--- config.mk ---
export PLATFORM = sky130hd
export DESIGN_NAME = angle_normalizer
export DESIGN_NICKNAME = d
export VERILOG_FILES = /design/src/rtl/angle_normalizer_pkg.sv /design/src/rtl/angle_normalizer.sv
export SDC_FILE = /design/constraint.sdc
export NUM_CORES = 1
export LEC_CHECK = 0
export BUFFER_PORTS_ARGS = -buffer_cell sky130_fd_sc_hd__buf_2
export CAP_MARGIN = 0
export CELL_PAD_IN_SITES_DETAIL_PLACEMENT = 0
export CELL_PAD_IN_SITES_GLOBAL_PLACEMENT = 1
export CORE_MARGIN = 3
export CORE_UTILIZATION = 30
export CTS_CLUSTER_DIAMETER = 150
export DETAILED_ROUTE_END_ITERATION = 8
export PLACE_DENSITY = 0.7
export SLEW_MARGIN = 10
export SYNTH_ARGS = -nofsm -noshare
export SYNTH_HDL_FRONTEND = slang
export SYNTH_SLANG_ARGS = --single-unit
--- constraint.sdc ---
create_clock -name clk -period 3.18 [get_ports clk]
set_input_delay 0.477 -clock clk [delete_from_list [all_inputs] [get_ports clk]]
set_output_delay 0.477 -clock clk [all_outputs]
set_load 0.01 [all_outputs]
--- src/rtl/angle_normalizer_pkg.sv ---
// Shared range-reduction definitions: pi constants derived from the fraction
// width, quadrant (flip) encodings used by the result converter, FSM states.
package angle_normalizer_pkg;

    // round(pi/2 * 2^frac) and round(pi/4 * 2^frac) with 9-digit scaled constants
    function automatic int pi_2_lsb(input int frac);
        longint scaled;
        scaled = (64'sd1570796327 * (64'sd1 <<< frac) + 64'sd500000000) / 64'sd1000000000;
        return int'(scaled);
    endfunction

    function automatic int pi_4_lsb(input int frac);
        longint scaled;
        scaled = (64'sd785398163 * (64'sd1 <<< frac) + 64'sd500000000) / 64'sd1000000000;
        return int'(scaled);
    endfunction

    localparam logic [2:0] FLIP_ZERO = 3'b000;
    localparam logic [2:0] FLIP_POS1 = 3'b001;
    localparam logic [2:0] FLIP_POS2 = 3'b010;
    localparam logic [2:0] FLIP_NEG1 = 3'b101;

    typedef enum logic [1:0] {
        ST_IDLE   = 2'b00,
        ST_REDUCE = 2'b01,
        ST_DONE   = 2'b10
    } state_e;

endpackage

--- src/rtl/angle_normalizer.sv ---
// Iterative +/-pi/2 range reduction of a signed fixed-point angle into
// [-pi/4, +pi/4], emitting the residual and a wrapped quadrant code.
module angle_normalizer
    import angle_normalizer_pkg::*;
#(
    parameter int WIDTH = 16,
    parameter int FRAC  = 12,
    parameter int PI_2  = pi_2_lsb(FRAC),
    parameter int PI_4  = pi_4_lsb(FRAC)
) (
    input  logic             clk,
    input  logic             rst,
    input  logic             in_valid,
    output logic             in_ready,
    input  logic [WIDTH-1:0] angle_in,
    output logic             out_valid,
    input  logic             out_ready,
    output logic [WIDTH-1:0] angle_out,
    output logic [2:0]       flip,
    output logic             busy
);

    localparam logic signed [WIDTH:0] PI_2_S     = (WIDTH+1)'(PI_2);
    localparam logic signed [WIDTH:0] PI_4_S     = (WIDTH+1)'(PI_4);
    localparam logic signed [WIDTH:0] NEG_PI_4_S = (WIDTH+1)'(-PI_4);

    // Only the turn count modulo 4 matters: +2 and -2 both land on FLIP_POS2.
    function automatic logic [2:0] wrap_turns(input logic [1:0] turns_mod4);
        logic [2:0] code;
        case (turns_mod4)
            2'd0:    code = FLIP_ZERO;
            2'd1:    code = FLIP_POS1;
            2'd2:    code = FLIP_POS2;
            2'd3:    code = FLIP_NEG1;
            default: code = FLIP_ZERO;
        endcase
        return code;
    endfunction

    state_e                   state_r, state_nxt_s;
    logic signed [WIDTH:0]    acc_r, acc_nxt_s;
    logic signed [3:0]        k_r, k_nxt_s;
    logic        [WIDTH-1:0]  angle_out_r, angle_out_nxt_s;
    logic        [2:0]        flip_r, flip_nxt_s;
    logic                     out_valid_r, out_valid_nxt_s;
    logic                     in_ready_r, in_ready_nxt_s;
    logic                     busy_r, busy_nxt_s;

    // Next-state and next-output logic: one reduction decision per REDUCE cycle
    always_comb begin
        state_nxt_s     = state_r;
        acc_nxt_s       = acc_r;
        k_nxt_s         = k_r;
        angle_out_nxt_s = angle_out_r;
        flip_nxt_s      = flip_r;
        out_valid_nxt_s = out_valid_r;
        in_ready_nxt_s  = in_ready_r;
        case (state_r)
            ST_IDLE: begin
                if (in_valid && in_ready_r) begin
                    acc_nxt_s      = {angle_in[WIDTH-1], angle_in};
                    k_nxt_s        = 4'sd0;
                    state_nxt_s    = ST_REDUCE;
                    in_ready_nxt_s = 1'b0;
                end else begin
                    in_ready_nxt_s = 1'b1;
                end
            end
            ST_REDUCE: begin
                if (acc_r > PI_4_S) begin
                    acc_nxt_s = acc_r - PI_2_S;
                    k_nxt_s   = k_r + 4'sd1;
                end else if (acc_r < NEG_PI_4_S) begin
                    acc_nxt_s = acc_r + PI_2_S;
                    k_nxt_s   = k_r - 4'sd1;
                end else begin
                    // Residual is within +/-PI_4 here, so the low WIDTH bits are exact
                    state_nxt_s     = ST_DONE;
                    angle_out_nxt_s = acc_r[WIDTH-1:0];
                    flip_nxt_s      = wrap_turns(k_r[1:0]);
                    out_valid_nxt_s = 1'b1;
                end
            end
            ST_DONE: begin
                if (out_ready) begin
                    state_nxt_s     = ST_IDLE;
                    out_valid_nxt_s = 1'b0;
                    in_ready_nxt_s  = 1'b1;
                end else begin
                    state_nxt_s = ST_DONE;
                end
            end
            default: begin
                state_nxt_s     = ST_IDLE;
                out_valid_nxt_s = 1'b0;
                in_ready_nxt_s  = 1'b1;
            end
        endcase
        busy_nxt_s = (state_nxt_s == ST_REDUCE);
    end

    // State and registered-output update; reset aborts any reduction in flight
    always_ff @(posedge clk or negedge rst) begin
        if (!rst) begin
            state_r     <= ST_IDLE;
            acc_r       <= '0;
            k_r         <= 4'sd0;
            angle_out_r <= '0;
            flip_r      <= FLIP_ZERO;
            out_valid_r <= 1'b0;
            in_ready_r  <= 1'b1;
            busy_r      <= 1'b0;
        end else begin
            state_r     <= state_nxt_s;
            acc_r       <= acc_nxt_s;
            k_r         <= k_nxt_s;
            angle_out_r <= angle_out_nxt_s;
            flip_r      <= flip_nxt_s;
            out_valid_r <= out_valid_nxt_s;
            in_ready_r  <= in_ready_nxt_s;
            busy_r      <= busy_nxt_s;
        end
    end

    assign in_ready  = in_ready_r;
    assign out_valid = out_valid_r;
    assign angle_out = angle_out_r;
    assign flip      = flip_r;
    assign busy      = busy_r;

endmodule

==> results of run 1 <==
## kinds of logic (layout without fill, tap and decap cells)
family | count (synthesis) | count (layout) | share of synthesized area [%]
multiplexers | 17 | 17 | 6.484
buffers and inverters | 32 | 90 | 5.613
AND/OR/NAND/NOR | 122 | 122 | 20.06
flip-flops | 43 | 43 | 37.47
XOR/XNOR | 6 | 6 | 1.828
AO/OA/AOI/OAI | 103 | 103 | 26.37
adder cells (fa/ha/maj) | 5 | 5 | 2.176
## layer usage
metal	vias to the layer above	GRT usage (%)	share of wire, %
li1	1333	-	-
met1	1306	21.83	47
met2	53	26.51	49
met3	4	2.669	3.4
met4	0	2.944	0.96
met5	-	0	0
## placed cells by master (no fill, tap or decap), types with 4 or more instances in the layout
cell type and instances:
nor2_1 29, nand3_1 12, o211ai_1 4, buf_4 32, clkbuf_8 5, buf_2 41, inv_1 7, nor3_1 11
o21ai_0 17, mux2_1 9, mux2_2 4, o22ai_1 5, dfrtp_1 36, a2bb2oi_1 5, dfrtp_2 6, a21oi_1 21
nor3_2 4, a31oi_1 8, o21ai_1 4, nand2_1 43, ha_4 4
## layout make-up
| type | instances | share of cell area [%] |
|---|---|---|
| clock buffer | 5 | 1.904 |
| clock inverter | 3 | 0.6577 |
| inverter | 9 | 1.004 |
| multi-input combinational | 253 | 49.64 |
| sequential | 43 | 30.01 |
| tap | 129 | 4.465 |
| timing repair buffer | 73 | 12.32 |
## final timing paths
path / startpoint / endpoint / slack (ps) / cells past startpoint
setup / recovery: acc_r[9] / acc_r[15] / 110 / 15
hold / removal: rst / acc_r[7] / 320 / 1
setup reg to reg: acc_r[9] / acc_r[15] / 110 / 15
hold reg to reg: angle_out[4] / angle_out[4] / 480 / 2
max in group asynchronous: rst / acc_r[11] / 2140 / 1
min in group clk: angle_in[0] / acc_r[0] / 410 / 2
## state kept, by name, summed over array words and instances (netlist names)
name,cells
busy,1
acc_r,17
k_r,2
angle_out,16
flip,3
state_r,2
out_valid,1
in_ready,1
## through the flow
step	hold WS [ps]	setup WS [ps]
after floorplan	181.4	0.6861
after global placement	457.6	128.3
after detailed placement	467.4	57.30
after CTS	378.1	27.62
after global routing	391.3	-58.76
final	323.4	108.6
## timing repair
action                     in CTS  in global routing
gates resized for setup         0                 23
buffers inserted                0                  4
setup endpoints to repair       0                  8
## where the power goes
| part | total [mW] | switching [mW] | internal [mW] |
|---|---|---|---|
| combinational | 3.41 | 1.95 | 1.45 |
| clock | 0.379 | 0.221 | 0.158 |
| sequential | 1.09 | 0.251 | 0.837 |
==> impl_metrics.json, run 1 <==
{
  "status": "completed",
  "die_area_um2": 10800,
  "synth_ff_type": "dfrtp_1",
  "antenna_cells": 0,
  "crit_fanout": 6,
  "synthesis.area_um2": 2875,
  "synthTopCellsByArea": "dfrtp_1 37%, nand2_1 5.6%, nor2_1 4.0%, a21oi_1 3.8%, mux2_1 3.5%",
  "skew_ps": 12.89,
  "clock-sinks": 43,
  "multiInputGateArea_um2": 1794,
  "yosysMostFrequentCell": "nand2_1",
  "chipHeight_um": 103.9,
  "tns_ps": 0,
  "antenna_found_initial": 0,
  "dp_cells": 503,
  "nFillCells": 979,
  "path_buf_inv": 1,
  "initial_core_util_pct": 30.97,
  "grt_first_pass_wirelength_mm": 13.99,
  "layout.nets": 410,
  "fmax_mhz": 325.6,
  "synth-edff-count": 0,
  "clk-insertion-delay-late_ps": 310,
  "fin_crit_sh_pct": 96.58,
  "min_path_type": "in2async",
  "grt_pass1_vias": 2633,
  "worst_slew_pin_slew_ps": 1006,
  "cap_viol_max_count": 0,
  "port_buffers": 41,
  "rsz0062_at_grt": "yes",
  "first_iter_violations": 206,
  "wire_per_inst_um": 16.98,
  "drcViolationCount": 0,
  "placed_cell_area_um2": 3383,
  "powerDensity_nw_per_um2": 1349,
  "min_period_ps": 3071,
  "synth_cells": 328,
  "vias_per_cell": 5.235,
  "final_core_util_pct": 38.94,
  "die_width_um": 103.9,
  "max_stage_delay_ps": 390,
  "ys_seq_area_share_pct": 37.47,
  "grt_overflow_total": 0,
  "slew_headroom_pct": 32.95,
  "pin_count": 42,
  "p_leak_nw": 1.526,
  "ys_ff_latch": 43,
  "clk_pin_slew_worst_paths_ps": 100,
  "clockBufferDepth": 2,
  "cts_buffers": 5,
  "coreArea_um2": 9284,
  "antenna_left": 0,
  "cts-htree-levels": 2,
  "arrival_ps": 3300,
  "synth_top_area_share_pct": 36.55,
  "setup_viol": 0,
  "grt_usage_pct": 15.87,
  "seqCellArea_um2": 1085,
  "slew_viol_final": 0,
  "power_mw": 4.876,
  "end_kind": "flop",
  "critPathSlowestCell": "dfrtp_1",
  "start_kind": "flop",
  "cts_tree": "yes",
  "num_rows": 35,
  "cts-root-buf": "clkbuf_8",
  "cp_top_family": "compound AO/OA/AOI/OAI gates",
  "yosysWarnings": 0,
  "path_class": "reg2reg",
  "worstPathRequired_ps": 3410,
  "avgSynthCellArea_um2": 8.766,
  "synth_top_area_cell": "dfrtp_1",
  "vdd_drop_max_v": 0.0003929,
  "crit_chain": "nor2_1 > nand4_1 > nor4_4 > nor2_2 > inv_4 > xnor2_2 > ha_4 > o41ai_4 > a21oi_1 > o21ai_1 > and4_4 > a2bb2oi_4 > o2111ai_2 > o21a_1 > o211ai_2",
  "vias": 2696,
  "grt_max_degree": 44,
  "globalplace.congestion": 0.9475,
  "ctsHoldBuffers": 0,
  "drive_gt1_share_pct": 34.46,
  "dp_hpwl_mm": 6.268,
  "hold_violations": 0,
  "synth_cell_types": 68,
  "drt-total-wl_mm": 8.747,
  "syn_nets": 353,
  "stdcell_count": 515,
  "dr.pass1.iters": 4,
  "async_flop_share_pct": 100.0,
  "ys_top_cells_by_count": "43 x nand2_1, 42 x dfrtp_1, 31 x nor2_1, 22 x a21oi_1, 19 x o21ai_0",
  "final_area_um2": 3615,
  "syn_to_final_growth_pct": 25.72
}
Power figures use the tool's default switching activity.
==> inputs of run 2 (changes only) <==
CAP_MARGIN = 20   (was 0)
PLACE_DENSITY = 0.68   (was 0.7)
clock period = 3.3 ns   (was 3.18 ns; I/O delays follow)
==> run 2 against run 1 <==
Clock skew decreased by 7.6 ps. Worst setup slack improved by 28 ps. Critical endpoint unchanged. Routed wire length is 0.98% lower. Cell count is the same. Via count decreased by 0.30%.
==> impl_metrics.json, run 2 (synthesis gave the netlist of run 1 again) <==
{
  "antenna_left": 0,
  "wirelength_met1_mm": 3.991,
  "skew_ps": 5.313,
  "seqCellArea_um2": 1081,
  "drt-total-wl_mm": 8.661,
  "num_rows": 35,
  "grt_pass1_vias": 2501,
  "crit_chain": "or3_4 > nor4_4 > nor2_2 > inv_2 > xnor2_1 > ha_2 > a41o_1 > nand2_1 > nor3_2 > a21oi_2 > a2bb2oi_4 > o21a_1 > o2111ai_2 > o211ai_2",
  "vias": 2688,
  "cts_buffers": 5,
  "dr.pass1.iters": 4,
  "slew_viol_final": 0,
  "clockBufferDepth": 2,
  "antenna_found_initial": 0,
  "critPathSlowestCell": "dfrtp_2",
  "dp_hpwl_mm": 6.288,
  "grt_overflow_total": 0,
  "chipHeight_um": 103.9,
  "grt_max_degree": 38,
  "layout_common_cells": "43 x nand2_1, 41 x buf_2, 39 x dfrtp_1",
  "clock-sinks": 43,
  "fmax_mhz": 316.1,
  "pin_count": 42,
  "cap_viol_max_count": 0,
  "top_register": "acc_r",
  "worstPathRequired_ps": 3490,
  "drcViolationCount": 0,
  "die_area_um2": 10800,
  "timing.rr.start": "acc_r[1]",
  "cts-htree-levels": 2,
  "startpoint": "acc_r[1]",
  "path_buf_inv": 1,
  "coreArea_um2": 9284,
  "post-place-ws_ps": 69.92,
  "p_leak_nw": 1.532,
  "vdd_drop_max_v": 0.0004213,
  "fin_ws_ps": 136.4,
  "die_width_um": 103.9,
  "crit_fanout": 7,
  "largest_register_ffs": 17,
  "multiInputGateArea_um2": 1738,
  "status": "completed",
  "cp_top_family": "simple AND/OR/NAND/NOR gates",
  "clk-insertion-delay-late_ps": 310,
  "first_iter_violations": 195,
  "wire_per_inst_um": 16.82,
  "met3_length_um": 323,
  "min_period_ps": 3164,
  "start_kind": "flop",
  "final_core_util_pct": 38.41,
  "port_buffers": 41,
  "power_mw": 4.551,
  "syn_to_final_growth_pct": 24.02,
  "path_class": "reg2reg",
  "min_path_type": "in2async",
  "antenna_cells": 0,
  "hold_violations": 0,
  "powerDensity_nw_per_um2": 1276,
  "layout.nets": 410,
  "wl_met2_mm": 4.180,
  "drive_gt1_share_pct": 32.12,
  "max_stage_delay_ps": 450,
  "arrival_ps": 3350,
  "setup_viol": 0,
  "nFillCells": 967,
  "slew_headroom_pct": 41.25,
  "grt_usage_pct": 15.99,
  "clk_pin_slew_worst_paths_ps": 100,
  "globalplace.congestion": 0.9257,
  "cts_tree": "yes",
  "initial_core_util_pct": 30.97,
  "hold_ws_ps": 284.9,
  "cts-root-buf": "clkbuf_8",
  "vias_per_cell": 5.219,
  "final_common_cell": "nand2_1",
  "end_kind": "flop",
  "fin_crit_sh_pct": 95.87,
  "worst_slew_pin_slew_ps": 881.3,
  "top_layer_used": "met4",
  "grt_first_pass_wirelength_mm": 13.85
}
==> run 2: changes by cell type in the layout (fill, tap and decap cells not counted), sizes merged <==
| cell | delta |
|---|---|
| inv | -1 |
| clkinvlp | -1 |
| clkinv | +2 |
==> run 2: what timing repair did <==
action | CTS | global route
resized for setup | 0 | 16
buffers inserted | 0 | 5
hold buffers | 0 | 0
setup endpoints to repair | 0 | 8
==> run 2: layer usage <==
| layer | vias up | track usage [%] |
|---|---|---|
| li1 | 1324 | - |
| met1 | 1291 | 21.28 |
| met2 | 61 | 26.18 |
| met3 | 12 | 2.545 |
| met4 | 0 | 5.983 |
| met5 | - | 0 |
==> run 2: stage by stage <==
stage	area (µm²)	TNS, ps	std cells
2_1_floorplan	2907	0	328
3_3_place_gp	3357	0	502
3_5_place_dp	3357	0	502
4_1_cts	3451	0	510
5_1_grt	3566	-32.74	515
6_report	3566	0	515
==> run 2: worst paths after layout <==
path                                 end  cells past startpoint  slack [ps]
max                            acc_r[15]                     14         140
min                             acc_r[3]                      1         280
max reg2reg                    acc_r[15]                     14         140
min reg2reg                angle_out[14]                      2         480
max in group asynchronous      acc_r[10]                      2        2320
min in group clk                acc_r[1]                      3         410
==> run 2: area by class of cell <==
cell class / count / area share (%)
clock buffer: 5 / 1.930
clock inverter: 3 / 0.7018
inverter: 9 / 0.9474
multi-input combinational: 253 / 48.74
sequential: 43 / 30.32
tap: 129 / 4.526
timing repair buffer: 73 / 12.84
==> run 2: worst register-to-register path: cells and delay by family, from the launching register on <==
family	cells	cell delay [ps]
AO/OA/AOI/OAI	6	990
XOR/XNOR	1	140
adder cells (fa/ha/maj)	1	250
flip-flops	1	450
buffers and inverters	1	110
AND/OR/NAND/NOR	5	1100
==> run 2: where the power goes <==
| group | total [mW] | internal, mW | switching (mW) |
|---|---|---|---|
| Sequential | 1.05 | 0.803 | 0.244 |
| Clock | 0.365 | 0.152 | 0.214 |
| Combinational | 3.14 | 1.30 | 1.83 |
| Total | 4.55 | 2.26 | 2.29 |
